File: config.mk
export PLATFORM = sky130hd
export DESIGN_NAME = region_flasher
export DESIGN_NICKNAME = d
export VERILOG_FILES = /design/src/rtl/region_flasher.sv
export SDC_FILE = /design/constraint.sdc
export NUM_CORES = 1
export LEC_CHECK = 0
export CAP_MARGIN = 25
export CELL_PAD_IN_SITES_DETAIL_PLACEMENT = 1
export CELL_PAD_IN_SITES_GLOBAL_PLACEMENT = 2
export CORE_MARGIN = 2
export CORE_UTILIZATION = 25
export CTS_CLUSTER_DIAMETER = 40
export CTS_CLUSTER_SIZE = 12
export DETAILED_ROUTE_END_ITERATION = 10
export HOLD_SLACK_MARGIN = 0.08
export PLACE_DENSITY_LB_ADDON = 0.25
export REMOVE_ABC_BUFFERS = 1
export SLEW_MARGIN = 0
export SYNTH_ARGS = -nofsm -noshare
export SYNTH_HDL_FRONTEND = slang
export SYNTH_SLANG_ARGS = --single-unit
File: constraint.sdc
create_clock -name Clck -period 8.1 [get_ports Clck]
set_clock_uncertainty 0.15 [all_clocks]
set_input_delay 1.215 -clock Clck [delete_from_list [all_inputs] [get_ports Clck]]
set_output_delay 1.215 -clock Clck [all_outputs]
set_load 0.005 [all_outputs]
File: src/rtl/region_flasher.sv
// Raster-scans a clipped window of frame memory and emits one plot per pixel; RD_LAT+2 cycles per pixel,
// plot_* held stable while plot_en waits on plot_ready; start/done continuation handshake with done_ack.
`timescale 1ns/1ps
module region_flasher #(
  parameter int SCR_W      = 160,
  parameter int SCR_H      = 120,
  parameter int X_BITS     = 8,
  parameter int Y_BITS     = 7,
  parameter int ADDR_BITS  = 15,
  parameter int COLOR_BITS = 3,
  parameter int RD_LAT     = 1
) (
  input  logic                  Clck,
  input  logic                  Reset,
  input  logic                  start,
  input  logic [X_BITS-1:0]     win_x0,
  input  logic [Y_BITS-1:0]     win_y0,
  input  logic [X_BITS:0]       win_w,
  input  logic [Y_BITS:0]       win_h,
  output logic [ADDR_BITS-1:0]  rd_addr,
  input  logic [COLOR_BITS-1:0] rd_data,
  output logic [X_BITS-1:0]     plot_x,
  output logic [Y_BITS-1:0]     plot_y,
  output logic [COLOR_BITS-1:0] plot_colour,
  output logic                  plot_en,
  input  logic                  plot_ready,
  output logic                  busy,
  output logic                  done,
  input  logic                  done_ack
);

  localparam int CNT_W = $clog2(RD_LAT + 1);
  localparam logic [X_BITS+1:0] SCR_W_S = (X_BITS+2)'(SCR_W);
  localparam logic [Y_BITS+1:0] SCR_H_S = (Y_BITS+2)'(SCR_H);

  typedef enum logic [2:0] {S_IDLE, S_ISSUE, S_WAIT, S_PLOT, S_DONE} state_t;

  state_t                state_q, state_d;
  logic                  busy_q, busy_d;
  logic [X_BITS-1:0]     x_q, x_d, x0_q, x0_d;
  logic [Y_BITS-1:0]     y_q, y_d;
  logic [X_BITS:0]       x_end_q, x_end_d;
  logic [Y_BITS:0]       y_end_q, y_end_d;
  logic [CNT_W-1:0]      cnt_q, cnt_d;
  logic [ADDR_BITS-1:0]  rd_addr_q, rd_addr_d;
  logic [X_BITS-1:0]     plot_x_q, plot_x_d;
  logic [Y_BITS-1:0]     plot_y_q, plot_y_d;
  logic [COLOR_BITS-1:0] plot_col_q, plot_col_d;
  logic                  plot_en_q, plot_en_d;

  logic [X_BITS+1:0] x_sum;
  logic [Y_BITS+1:0] y_sum;
  logic [X_BITS:0]   x_clip, x_inc;
  logic [Y_BITS:0]   y_clip, y_inc;
  logic              win_empty;

  function automatic logic [ADDR_BITS-1:0] pix_addr(input logic [X_BITS-1:0] px,
                                                    input logic [Y_BITS-1:0] py);
    return ADDR_BITS'(py) * ADDR_BITS'(SCR_W) + ADDR_BITS'(px);
  endfunction

  // Sums carry an extra bit so an oversized window clips instead of wrapping.
  assign x_sum     = {2'b00, win_x0} + {1'b0, win_w};
  assign y_sum     = {2'b00, win_y0} + {1'b0, win_h};
  assign x_clip    = (x_sum > SCR_W_S) ? SCR_W_S[X_BITS:0] : x_sum[X_BITS:0];
  assign y_clip    = (y_sum > SCR_H_S) ? SCR_H_S[Y_BITS:0] : y_sum[Y_BITS:0];
  assign win_empty = (win_w == '0) || (win_h == '0) ||
                     ({2'b00, win_x0} >= SCR_W_S) || ({2'b00, win_y0} >= SCR_H_S);
  assign x_inc     = (X_BITS+1)'(x_q) + (X_BITS+1)'(1);
  assign y_inc     = (Y_BITS+1)'(y_q) + (Y_BITS+1)'(1);

  always_ff @(posedge Clck) begin
    if (!Reset) begin
      state_q    <= S_IDLE;
      busy_q     <= 1'b0;
      x_q        <= '0;
      y_q        <= '0;
      x0_q       <= '0;
      x_end_q    <= '0;
      y_end_q    <= '0;
      cnt_q      <= '0;
      rd_addr_q  <= '0;
      plot_x_q   <= '0;
      plot_y_q   <= '0;
      plot_col_q <= '0;
      plot_en_q  <= 1'b0;
    end else begin
      state_q    <= state_d;
      busy_q     <= busy_d;
      x_q        <= x_d;
      y_q        <= y_d;
      x0_q       <= x0_d;
      x_end_q    <= x_end_d;
      y_end_q    <= y_end_d;
      cnt_q      <= cnt_d;
      rd_addr_q  <= rd_addr_d;
      plot_x_q   <= plot_x_d;
      plot_y_q   <= plot_y_d;
      plot_col_q <= plot_col_d;
      plot_en_q  <= plot_en_d;
    end
  end

  always_comb begin
    state_d    = state_q;
    busy_d     = busy_q;
    x_d        = x_q;
    y_d        = y_q;
    x0_d       = x0_q;
    x_end_d    = x_end_q;
    y_end_d    = y_end_q;
    cnt_d      = cnt_q;
    rd_addr_d  = rd_addr_q;
    plot_x_d   = plot_x_q;
    plot_y_d   = plot_y_q;
    plot_col_d = plot_col_q;
    plot_en_d  = plot_en_q;
    case (state_q)
      S_IDLE: begin
        // busy while still in IDLE marks an accepted empty window: one busy cycle, then DONE.
        if (busy_q) begin
          busy_d  = 1'b0;
          state_d = S_DONE;
        end else if (start) begin
          busy_d  = 1'b1;
          x0_d    = win_x0;
          x_end_d = x_clip;
          y_end_d = y_clip;
          if (!win_empty) begin
            x_d       = win_x0;
            y_d       = win_y0;
            rd_addr_d = pix_addr(win_x0, win_y0);
            state_d   = S_ISSUE;
          end
        end
      end
      S_ISSUE: begin
        cnt_d   = CNT_W'(RD_LAT);
        state_d = S_WAIT;
      end
      S_WAIT: begin
        if (cnt_q == CNT_W'(1)) begin
          plot_col_d = rd_data;
          plot_x_d   = x_q;
          plot_y_d   = y_q;
          plot_en_d  = 1'b1;
          state_d    = S_PLOT;
        end else begin
          cnt_d = cnt_q - CNT_W'(1);
        end
      end
      S_PLOT: begin
        if (plot_ready) begin
          plot_en_d = 1'b0;
          if (x_inc < x_end_q) begin
            x_d       = x_inc[X_BITS-1:0];
            rd_addr_d = pix_addr(x_inc[X_BITS-1:0], y_q);
            state_d   = S_ISSUE;
          end else if (y_inc < y_end_q) begin
            x_d       = x0_q;
            y_d       = y_inc[Y_BITS-1:0];
            rd_addr_d = pix_addr(x0_q, y_inc[Y_BITS-1:0]);
            state_d   = S_ISSUE;
          end else begin
            busy_d  = 1'b0;
            state_d = S_DONE;
          end
        end
      end
      S_DONE: begin
        if (done_ack) state_d = S_IDLE;
      end
      default: state_d = S_IDLE;
    endcase
  end

  assign rd_addr     = rd_addr_q;
  assign plot_x      = plot_x_q;
  assign plot_y      = plot_y_q;
  assign plot_colour = plot_col_q;
  assign plot_en     = plot_en_q;
  assign busy        = busy_q;
  assign done        = (state_q == S_DONE);

endmodule

=== Word-level counts from Yosys, hierarchy flattened ===
Cells that the tools add are included.

* Memories kept: 0
* Memory bits (read-only): 0
* Output and inout port bits: 36
* Bits in registers: 79
* Logic and storage cells: 106
* RAM bits: 0
* Latch bits: 0

* Equal/unequal tests: 16
* Reductions and logical operators: 16
* Bitwise operators: 1
* Multipliers: 3
* Mux-type cells: 43
* Shift operators: 0
* $lt $le $gt $ge: 6
* Add/subtract/negate cells: 8
* Div/mod/pow operators: 0

{| class="wikitable"
|+ Operators by type and width
! cell !! number
|-
| 15-bit two-way mux || 6
|-
| 8-bit two-way mux || 7
|-
| 15-bit by 8-bit adder with 15-bit output || 3
|-
| 7-bit two-way mux || 6
|-
| 7-bit by 3-bit multiplier with 10-bit output, second input constant || 3
|-
| 15-bit one-hot mux with 2 select lines || 1
|-
| 3-bit two-way mux || 8
|-
| 2-bit != test, second input constant || 8
|-
| 8-bit one-hot mux with 2 select lines || 1
|-
| 3-bit one-hot mux with 5 select lines || 1
|-
| 7-bit one-hot mux with 2 select lines || 1
|-
| 8-bit by 9-bit adder with 10-bit output || 1
|-
| 10-bit by 8-bit greater-than comparator with 1-bit output, second input constant || 1
|-
| 7-bit by 8-bit adder with 9-bit output || 1
|-
| 8-bit by 1-bit adder with 9-bit output, second input constant || 1
|-
| 9-bit by 7-bit greater-than comparator with 1-bit output, second input constant || 1
|-
| 9-bit logical NOT || 1
|-
| 9-bit less-than comparator || 1
|-
| 9-bit two-way mux || 1
|-
| 3-bit != test, second input constant || 3
|-
| 7-bit by 1-bit adder with 8-bit output, second input constant || 1
|-
| 8-bit greater-or-equal comparator, second input constant || 1
|-
| 8-bit logical NOT || 1
|-
| 8-bit less-than comparator || 1
|-
| other kinds (18) || 33
|}

=== Logic depth before layout (Yosys ltp) ===
Gate-level depths: netlist of run 1.

* Depth after elaboration: 8
* Mapped depth: 15
* Depth with buffers taken out: 14

=== Worst setup path before layout of run 1 ===
Ideal clock, no wire load.

* Path kind: in2reg
* Start: in win_x0[0]
* End: reg x_end_q[0]
* Slack: 4,533 ps
* Data required time: 7,889 ps
* Cell stages on the path: 10
* Arrival time: 3,356 ps
* Path through: ha_1 inv_1 fa_1 nor2b_4 o31a_2 o311a_4 or2_0 a2111oi_1 nand2b_2 a32o_2

* Longest elaborated chain between the ends: 3

{| class="wikitable"
|+ Ends and longest elaborated chain
! item !! RTL line !! text
|-
| start: declaration || 16 || <nowiki>input logic [X_BITS-1:0] win_x0,</nowiki>
|-
| 8-bit by 9-bit adder with 10-bit output * || 63 || <nowiki>assign x_sum = {2'b00, win_x0} + {1'b0, win_w};</nowiki>
|-
| 10-bit by 8-bit greater-than comparator with 1-bit output || 65 || <nowiki>assign x_clip = (x_sum > SCR_W_S) ? SCR_W_S[X_BITS:0] : x_sum[X_BITS:0];</nowiki>
|-
| 9-bit two-way mux * || 65 ||
|-
| end signal: assignment || 93 || <nowiki>x_end_q <= x_end_d;</nowiki>
|-
| end: declaration || 42 || <nowiki>logic [X_BITS:0] x_end_q, x_end_d;</nowiki>
|}

Mark *: on every way between the ends. The rest lies on a longest branch, timed or not.
A chain may end at the register's enable or synchronous reset.

=== Final worst setup path of run 1 ===
* Start: reg x_q[0]
* End: reg y_q[0]

* Longest elaborated chain between the ends: 4

{| class="wikitable"
|+ Ends and longest elaborated chain
! item !! RTL line !! text
|-
| start: declaration || 40 || <nowiki>logic [X_BITS-1:0] x_q, x_d, x0_q, x0_d;</nowiki>
|-
| start signal: assignment || 76 || <nowiki>x_q <= '0;</nowiki>
|-
| start signal: assignment || 90 || <nowiki>x_q <= x_d;</nowiki>
|-
| 8-bit by 1-bit adder with 9-bit output || 69 || <nowiki>assign x_inc = (X_BITS+1)'(x_q) + (X_BITS+1)'(1);</nowiki>
|-
| 9-bit less-than comparator || 155 || <nowiki>if (x_inc < x_end_q) begin</nowiki>
|-
| 2-bit != test (no source line) || n/a ||
|-
| 7-bit AND reduction (no source line) || n/a ||
|-
| end signal: assignment || 91 || <nowiki>y_q <= y_d;</nowiki>
|-
| end: declaration || 41 || <nowiki>logic [Y_BITS-1:0] y_q, y_d;</nowiki>
|}

Every way passes these cells.

==> impl_metrics.json, run 1 <==
{
  "worst-slew-pin-transition_ps": 822.8,
  "whs_path_depth": 2,
  "drive_above_1_share": 0.06500,
  "clk_pin_slew_ps": 70,
  "core_sq_um": 23400,
  "hold_viol": 0,
  "drt_iter0_markers": 193,
  "routed_wl_mm": 19.23,
  "outcome": "complete, no violations",
  "dp_slack_ps": 3684,
  "clock.fmax_mhz": 241.2,
  "fill_cells": 2791,
  "setup_viol": 0,
  "numCtsBuffers": 9,
  "synth_seq_cells": 74,
  "cts_num_sinks": 74,
  "reg2reg_setup_slack_ps": 3950,
  "grt_pass1_vias": 5755,
  "antenna_found_initial": 0,
  "critPathMaxStageDelay_ps": 510,
  "crit_type": "flop to flop",
  "die_h_um": 158.4,
  "finalPower_uw": 1369,
  "wl_per_cell_um": 17.18,
  "io_buffer_count": 75,
  "fin_ws_ps": 3954,
  "syn-mean-instance-area_sq_um": 8.063,
  "grtUsageMet1": 0.2139,
  "tns_ps": 0,
  "clockBufferDepth": 2,
  "min_period_over_period": 0.5119,
  "drv_cap": 0,
  "gp_congestion": 0.8070,
  "num_vias": 5505,
  "grt_pass1_wl_mm": 30.83,
  "fin_crit_ps": 4146,
  "globalRouteMet3Util": 0.01960,
  "ant_nets": 0,
  "rsz0062_at_grt": "false",
  "grt_usage": 0.1587,
  "vias_per_cell": 4.920,
  "holdPathEnd": "plot_y[3]$_SDFFE_PN0P_",
  "cts_max_level": 3,
  "io_pins": 76,
  "ctsResizeCount": 0,
  "rows": 56,
  "crit_path_end_kind": "flop",
  "p_per_area_nw_per_um2": 186.7,
  "critPathMaxFanout": 29,
  "slew_viol_final": 0,
  "ys.flop_type": "dfxtp_1",
  "dieArea_sq_um": 25080,
  "cts_root_buffer": "clkbuf_16",
  "drt_pass1_iterations": 4,
  "worstHoldStart": "plot_y[3]$_SDFFE_PN0P_",
  "leakagePower_uw": 0.002925,
  "cts_tree": "built",
  "reg2reg_to": "y_q[0]$_SDFFE_PN0P_",
  "cp.required_ps": 8190,
  "netlist_area_sq_um": 5958,
  "dp_hpwl_mm": 15.06,
  "hold_class": "flop to flop",
  "layout.nets": 910,
  "syn-instance-count": 739,
  "syn_to_final_growth_pct": 23.08,
  "antenna_cells": 0,
  "ys_types": 75,
  "drc": 0,
  "clk_latency_ps": 350,
  "yosysSeqAreaShare": 0.2486,
  "yosysWarnings": 0,
  "synth_edf_count": 0,
  "gr-total-overflow": 0,
  "die_w_um": 158.4,
  "cts_setup_buffers": 0,
  "slew_headroom": 0.4483,
  "peakVddDrop_mv": 0.08810,
  "reg2reg_depth": 13,
  "start_util": 0.2546,
  "worstReg2RegStart": "x_q[0]$_SDFFE_PN0P_",
  "worstSetupStartpointType": "flop",
  "critical_path.cell_chain": "ha_1 > nand3_1 > nor2_1 > xor2_1 > ha_1 > and4_1 > o211ai_1 > o211ai_1 > buf_4 > inv_1 > o21ai_0 > nand2_1 > a32o_1",
  "crit_slowest_cell": "dfxtp_1",
  "grt_start_max_net_pins": 43,
  "worst_ep_arrival_time_ps": 4230,
  "use_met2": 0.2654,
  "async_flop_share": 0,
  "busiest_layer": "met2",
  "cts_hold_buf": 0
}
-- sequential cells by signal (all words and copies together) (netlist names) --
signal       count
cnt_q            1
rd_addr         10
busy             1
plot_y           7
plot_en          1
x_q              8
y_end_q          8
plot_x           8
x_end_q          9
x0_q             8
y_q              7
state_q          3
plot_colour      3
-- area by class of cell --
| type | count | area (sq um) | share of cell area |
|---|---|---|---|
| multi-input combinational | 582 | 4145 | 0.5653 |
| sequential | 74 | 1481 | 0.2020 |
| timing repair buffer | 82 | 807.0 | 0.1100 |
| tap | 319 | 399.1 | 0.05443 |
| clock buffer | 11 | 242.7 | 0.03310 |
| inverter | 46 | 172.7 | 0.02355 |
| clock inverter | 5 | 85.08 | 0.01160 |
-- metal layers --
layer / vias to the layer above / share of wire
met5: - / 0
met4: 0 / 0.013
met3: 14 / 0.025
met2: 84 / 0.47
met1: 2656 / 0.49
li1: 2751 / -
-- Yosys cell counts, types with 2 or more instances --
master,instances,area (sq um)
a211oi_1,14,105.1
a21o_1,12,90.09
a21oi_1,55,275.3
a221oi_1,2,17.52
a311oi_1,8,70.07
a31oi_1,3,18.77
a32o_2,4,45.04
a32oi_1,3,26.28
and2_1,6,37.54
and3_1,6,37.54
buf_2,7,35.03
buf_4,5,37.54
clkbuf_1,23,86.33
dfxtp_1,74,1481
fa_1,8,160.2
ha_1,67,838.3
inv_1,46,172.7
mux2i_1,19,190.2
nand2_1,99,371.6
nand2b_1,10,62.56
nand3_1,12,60.06
nand3b_1,2,15.01
nand4_1,4,25.02
nand4b_1,5,43.79
nor2_1,57,214.0
nor2b_1,6,37.54
nor3_1,11,55.05
nor3b_1,4,30.03
nor4_1,7,43.79
o211a_1,2,20.02
o211ai_1,17,127.6
o21a_1,5,37.54
o21ai_0,28,140.1
o21ba_2,2,20.02
o21bai_1,3,22.52
o221a_2,4,45.04
o22ai_1,2,12.51
o31ai_1,4,30.03
o32ai_1,2,17.52
or2_2,6,37.54
or3_1,6,37.54
or4_1,3,22.52
xnor2_1,28,245.2
xor2_1,17,148.9
-- logic make-up after synthesis --
logic type               synth area share
AO/OA/AOI/OAI                      0.2129
multiplexers                      0.03381
XOR/XNOR                          0.06615
adder cells (fa/ha/maj)            0.1676
buffers and inverters             0.05817
AND/OR/NAND/NOR                    0.2127
flip-flops                         0.2486
-- per-stage QoR --
| step | instances | util | hold WS (ps) | area, sq um |
|---|---|---|---|---|
| after floorplan | 702 | - | 274.9 | 5784 |
| after global placement | 1102 | 0.2989 | 290.8 | 6994 |
| after detailed placement | 1102 | 0.2989 | 298.7 | 6994 |
| after CTS | 1118 | 0.3129 | 306.5 | 7322 |
| after global routing | 1119 | 0.3134 | 326.1 | 7333 |
| final | 1119 | 0.3134 | 305.4 | 7333 |
-- cell usage in the layout (no fill, tap or decap), types with 4 or more instances in the layout --
cell | synthesis | layout
clkdlybuf4s50_1 | 0 | 75
and2_1 | 6 | 6
nand4b_1 | 5 | 5
inv_1 | 46 | 45
a32o_2 | 4 | 4
and3_1 | 6 | 6
a21oi_1 | 55 | 55
nand4_1 | 4 | 4
fa_1 | 8 | 8
nor3_1 | 11 | 11
nor4_1 | 7 | 7
nand3_1 | 12 | 12
nor2_1 | 57 | 57
clkbuf_16 | 0 | 9
mux2i_1 | 19 | 19
xnor2_1 | 28 | 28
nand2_1 | 99 | 99
dfxtp_1 | 74 | 74
nand2b_1 | 10 | 10
nor3b_1 | 4 | 4
a21o_1 | 12 | 12
o21ai_0 | 28 | 28
o221a_2 | 4 | 4
or2_2 | 6 | 6
a211oi_1 | 14 | 14
ha_1 | 67 | 67
a311oi_1 | 8 | 8
buf_4 | 5 | 6
o31ai_1 | 4 | 4
o21a_1 | 5 | 5
o211ai_1 | 17 | 17
nor2b_1 | 6 | 6
or3_1 | 6 | 6
xor2_1 | 17 | 17
-- critical path, delay by kind of cell, from the launching register on --
| kind | cells | cell delay [ps] |
|---|---|---|
| compound gates | 4 | 1200 |
| simple gates | 4 | 760 |
| buf+inv | 2 | 550 |
| flops | 1 | 510 |
| fa+ha+maj | 2 | 450 |
| xor+xnor | 1 | 390 |
-- worst max path at each step --
stage,from,end,slack [ps]
after CTS,y_q[0]$_SDFFE_PN0P_,rd_addr[12]$_SDFFE_PN0P_,3910
final,x_q[0]$_SDFFE_PN0P_,y_q[0]$_SDFFE_PN0P_,3950
after global placement,win_y0[1],rd_addr[13]$_SDFFE_PN0P_,3780
after global routing,x_q[0]$_SDFFE_PN0P_,y_q[0]$_SDFFE_PN0P_,3550
after floorplan,x_q[0]$_SDFFE_PN0P_,rd_addr[10]$_SDFFE_PN0P_,3330
after detailed placement,win_y0[1],rd_addr[14]$_SDFFE_PN0P_,3680
-- power breakdown --
part           switching [uW]  total (uW)  internal (uW)
clock                     169         450            281
combinational             275         485            211
sequential               39.5         434            395
total                     483        1370            886
Power figures use the tool's default switching activity.
==> run 2, diff against run 1 <==
==> constraint.sdc (replaced) <==
create_clock -name Clck -period 4.1 [get_ports Clck]
set_clock_uncertainty 0.15 [all_clocks]
set_input_delay 0.615 -clock Clck [delete_from_list [all_inputs] [get_ports Clck]]
set_output_delay 0.615 -clock Clck [all_outputs]
set_load 0.005 [all_outputs]
==> run 2 against run 1 <==
Net effect: sequential share of layout area fell by 0.32 points; maximum frequency grew 11%; combinational power rose by 110%; critical path type unchanged; wire length increased by 1.3%; power up 100%; largest cell class unchanged; worst hold slack worse by 1.4 ps; clock power grew 94%; clock-buffer cell count down 1; global-route usage rose by 0.32 points.
==> impl_metrics.json, run 2 (synthesis results as in run 1) <==
{
  "outcome": "complete, no violations",
  "drv_cap": 0,
  "critPathMaxFanout": 20,
  "grt_pass1_wl_mm": 31.44,
  "cts_tree": "built",
  "num_vias": 5564,
  "p_per_area_nw_per_um2": 367.3,
  "grt_start_max_net_pins": 58,
  "clock.fmax_mhz": 268.5,
  "wl_met3_um": 514,
  "clk_latency_ps": 340,
  "drt_iter0_markers": 239,
  "slew_viol_final": 0,
  "drive_above_1_share": 0.08231,
  "critPathMaxStageDelay_ps": 570,
  "crit_path_end_kind": "flop",
  "layout.nets": 924,
  "critical_path.cell_chain": "ha_1 > nand3_1 > nor3_1 > xnor2_1 > inv_1 > ha_1 > a21oi_1 > and2_1 > a32oi_1 > o211a_1 > a31oi_2 > buf_4 > nor2_1 > a211oi_1",
  "start_util": 0.2546,
  "cts_root_buffer": "clkbuf_16",
  "cpMostUsedCell": "ha_1",
  "fin_hold_ws_ps": 304.0,
  "clockBufferDepth": 2,
  "cp.required_ps": 4180,
  "final_common_cell": "nand2_1",
  "clk_pin_slew_ps": 60,
  "gr-total-overflow": 0,
  "crit_slowest_cell": "dfxtp_1",
  "worstSetupStartpointType": "flop",
  "wl_per_cell_um": 17.19,
  "hold_viol": 0,
  "fin_crit_ps": 3724,
  "grt_pass1_vias": 5873,
  "gp_congestion": 0.7956,
  "setup_viol": 0,
  "drt_pass1_iterations": 4,
  "mostFrequentLayoutCells": "nand2_1 (99), clkdlybuf4s50_1 (75), dfxtp_1 (74)",
  "highest_layer": "met4",
  "numCtsBuffers": 9,
  "finalPower_uw": 2737,
  "syn_to_final_growth_pct": 25.07,
  "die_w_um": 158.4,
  "cts_max_level": 3,
  "wl_met1_mm": 9.306,
  "largest_register_ffs": 10,
  "ant_nets": 0,
  "worst-slew-pin-transition_ps": 753.0,
  "slew_headroom": 0.4951,
  "die_h_um": 158.4,
  "whs_path_depth": 2,
  "core_sq_um": 23400,
  "rows": 56,
  "peakVddDrop_mv": 0.2614,
  "io_pins": 76,
  "dieArea_sq_um": 25080,
  "dp_hpwl_mm": 15.31,
  "cts_setup_buffers": 0,
  "hold_class": "flop to flop",
  "vias_per_cell": 4.911,
  "io_buffer_count": 75,
  "min_period_over_period": 0.9082,
  "reg2reg_setup_slack_ps": 380,
  "reg2reg_depth": 14,
  "routed_wl_mm": 19.47,
  "worst_ep_arrival_time_ps": 3810,
  "antenna_found_initial": 0,
  "rsz0062_at_grt": "false",
  "crit_type": "flop to flop",
  "dr_wl_met2_mm": 9.204,
  "cts_hold_buf": 0,
  "ctsResizeCount": 0,
  "grt_usage": 0.1618,
  "leakagePower_uw": 0.002995,
  "drc": 0,
  "antenna_cells": 0,
  "cts_num_sinks": 74
}
run 2: final cells by class:
type                    instances  area [sq um]
flip-flops and latches         74          1481
clock inverters                 6         88.84
fillers                      2833         15950
repair buffers                 96         928.4
well taps                     319         399.1
clock buffers                  10         229.0
multi-input cells             582          4153
inverters                      46         172.7
run 2: stage by stage:
step / area [sq um] / utilization / std cells / setup TNS [ps] / setup slack, ps
final: 7452 / 0.3184 / 1133 / 0 / 376.3
after global routing: 7452 / 0.3184 / 1133 / 0 / 48.01
after CTS: 7445 / 0.3181 / 1133 / 0 / 294.8
after detailed placement: 7127 / 0.3045 / 1117 / 0 / 284.1
after global placement: 7112 / 0.3039 / 1116 / 0 / 403.0
after floorplan: 5784 / - / 702 / -12450 / -665.6
run 2: per-layer routing:
layer	vias to the layer above	track usage
met2	84	0.2785
met4	0	0.05363
met1	2679	0.2126
met3	24	0.01524
li1	2777	-
met5	-	0
run 2: worst max-delay path, delay by kind of cell, from the launching register on:
kind,cells,cell delay (ps)
AO/OA/AOI/OAI,5,1110
XOR/XNOR,1,280
adder cells (fa/ha/maj),2,500
buffers and inverters,2,400
flip-flops,1,570
AND/OR/NAND/NOR,4,610
run 2: power by group:
part / internal [uW] / leakage [uW] / total (uW) / switching [uW]
registers: 779 / 0.000603 / 847 / 67.4
logic: 456 / 0.00224 / 1020 / 563
clock network: 535 / 0.000149 / 871 / 336
total: 1770 / 0.00299 / 2740 / 967
run 2: worst paths after layout:
check,from,to
setup reg to reg,y_q[0]$_SDFFE_PN0P_,x_q[3]$_SDFFE_PN0P_
hold / removal,x_end_q[8]$_SDFFE_PN0P_,x_end_q[8]$_SDFFE_PN0P_
setup / recovery,y_q[0]$_SDFFE_PN0P_,x_q[3]$_SDFFE_PN0P_
hold reg to reg,x_end_q[8]$_SDFFE_PN0P_,x_end_q[8]$_SDFFE_PN0P_
==> run 3, diff against run 2 <==
--- a/config.mk
+++ b/config.mk
@@ -9,13 +9,14 @@
 export CELL_PAD_IN_SITES_DETAIL_PLACEMENT = 1
 export CELL_PAD_IN_SITES_GLOBAL_PLACEMENT = 2
 export CORE_MARGIN = 2
-export CORE_UTILIZATION = 25
+export CORE_UTILIZATION = 34
 export CTS_CLUSTER_DIAMETER = 40
 export CTS_CLUSTER_SIZE = 12
 export DETAILED_ROUTE_END_ITERATION = 10
 export HOLD_SLACK_MARGIN = 0.08
 export PLACE_DENSITY_LB_ADDON = 0.25
 export REMOVE_ABC_BUFFERS = 1
+export SKIP_LAST_GASP = 1
 export SLEW_MARGIN = 0
 export SYNTH_ARGS = -nofsm -noshare
 export SYNTH_HDL_FRONTEND = slang
==> run 3 against run 2 <==
Net effect: sequential power is 0.8% higher; combinational power barely moved; worst hold slack worse by 1.6 ps; global-route usage grew 4.5 points; critical path depth did not move; design area decreased by 2.3%; clock power decreased by 5.4%; first-iteration DRC count shrank 17%; largest power group unchanged; register-to-register slack got worse by 20 ps; die area fell by 26%.
==> impl_metrics.json, run 3 (synthesis results as in run 1) <==
{
  "outcome": "complete, no violations",
  "die_w_um": 136.4,
  "num_vias": 5653,
  "grt_pass1_vias": 5663,
  "grt_pass1_wl_mm": 29.81,
  "layout.nets": 920,
  "slew_headroom": 0.4888,
  "wl_per_cell_um": 17.92,
  "critical_path.cell_chain": "ha_1 > nand3_1 > nor3_1 > xnor2_1 > inv_1 > ha_1 > a21oi_1 > and2_1 > a32oi_1 > o211a_1 > a31oi_2 > buf_12 > nand2_1 > o32ai_1",
  "hold_viol": 0,
  "critPathMaxFanout": 26,
  "drv_cap": 0,
  "clockBufferDepth": 2,
  "crit_slowest_cell": "dfxtp_1",
  "gr-total-overflow": 0,
  "gp_congestion": 0.8561,
  "cts_setup_buffers": 0,
  "core_sq_um": 17240,
  "drt_pass1_iterations": 4,
  "critPathMaxStageDelay_ps": 580,
  "io_pins": 76,
  "crit_type": "flop to flop",
  "antenna_cells": 0,
  "setup_viol": 0,
  "tns_ps": 0,
  "vias_per_cell": 5.462,
  "dp_hpwl_mm": 14.59,
  "antenna_found_initial": 0,
  "mostFrequentLayoutCells": "nand2_1 (99), clkdlybuf4s50_1 (75), dfxtp_1 (74)",
  "rsz0062_at_grt": "false",
  "cts_max_level": 3,
  "cp.required_ps": 4190,
  "io_buffer_count": 75,
  "dp_slack_ps": 227.4,
  "drc": 0,
  "worstSetupStartpointType": "flop",
  "numCtsBuffers": 9,
  "grt_usage": 0.2065,
  "peakVddDrop_mv": 0.2349,
  "leakagePower_uw": 0.002974,
  "p_per_area_nw_per_um2": 367.9,
  "largest_register_ffs": 10,
  "finalPower_uw": 2680,
  "cpMostUsedCell": "ha_1",
  "rows": 48,
  "hold_class": "flop to flop",
  "min_period_over_period": 0.9121,
  "cts_num_sinks": 74,
  "syn_to_final_growth_pct": 22.24,
  "clk_pin_slew_ps": 60,
  "start_util": 0.3457,
  "clk_latency_ps": 350,
  "finalInstanceArea_sq_um": 7283,
  "worst-slew-pin-transition_ps": 762.4,
  "dieArea_sq_um": 18600,
  "final_common_cell": "nand2_1",
  "postPlaceCellArea_sq_um": 6975,
  "fin_util": 0.4225,
  "die_h_um": 136.4,
  "slew_viol_final": 0,
  "drt_iter0_markers": 199,
  "critPathTopFamily": "compound AO/OA/AOI/OAI gates",
  "cts_hold_buf": 0,
  "fin_ws_ps": 360.5,
  "fin_crit_ps": 3739,
  "drive_above_1_share": 0.07901,
  "routed_wl_mm": 18.55,
  "cts_tree": "built",
  "ant_nets": 0,
  "grt_start_max_net_pins": 58,
  "clock.fmax_mhz": 267.4,
  "crit_buf_inv": 2,
  "cts_root_buffer": "clkbuf_16",
  "worst_ep_arrival_time_ps": 3830,
  "crit_path_end_kind": "flop"
}
## run 3: cell count changes in the layout (fill, tap and decap cells not counted), sizes merged
| cell | before | now |
|---|---|---|
| clkinvlp | 2 | 0 |
| buf | 21 | 17 |
| clkinv | 2 | 4 |
| bufinv | 2 | 1 |
| inv | 46 | 47 |
## run 3: worst min-delay path: cells and delay by family (launching register included)
kind / cells / cell delay (ps)
AO/OA/AOI/OAI: 1 / 50
flip-flops: 1 / 310
AND/OR/NAND/NOR: 1 / 50
## run 3: path summary, 6_finish.rpt
path / startpoint / endpoint / slack (ps) / cells after the start
max reg2reg: y_q[0]$_SDFFE_PN0P_ / rd_addr[11]$_SDFFE_PN0P_ / 360 / 14
min reg2reg: plot_x[2]$_SDFFE_PN0P_ / plot_x[2]$_SDFFE_PN0P_ / 300 / 2
max: y_q[0]$_SDFFE_PN0P_ / rd_addr[11]$_SDFFE_PN0P_ / 360 / 14
min: plot_x[2]$_SDFFE_PN0P_ / plot_x[2]$_SDFFE_PN0P_ / 300 / 2
## run 3: metrics by stage
| step | cells | hold WS (ps) |
|---|---|---|
| floorplan | 702 | 274.9 |
| detailed placement | 1019 | 297.0 |
| CTS | 1035 | 305.9 |
| finish | 1035 | 302.4 |
| global placement | 1018 | 288.7 |
| global route | 1035 | 328.9 |
## run 3: area by class of cell
class	instances	area [sq um]
Fill cell	2030	9953
Multi-Input combinational cell	582	4151
Sequential cell	74	1481
Timing Repair Buffer	92	894.6
Tap cell	225	281.5
Clock buffer	10	239.0
Inverter	46	172.7
Clock inverter	6	62.56
## run 3: power by group
| group | switching [uW] | internal, uW | leakage (uW) |
|---|---|---|---|
| logic | 556 | 446 | 0.00222 |
| clock network | 335 | 489 | 0.000153 |
| registers | 74.8 | 780 | 0.000603 |
| total | 965 | 1710 | 0.00297 |
## run 3: repair_timing
action                                  4_1_cts  5_1_grt
gates resized for setup                       0        1
endpoints found under the hold margin         0        0
endpoints found under the setup margin        0        1
## run 3: layer usage
metal,track usage,part of all wire
met1,0.2728,0.48
met2,0.3492,0.47
met3,0.02722,0.033
met4,0.06308,0.015
met5,0,0
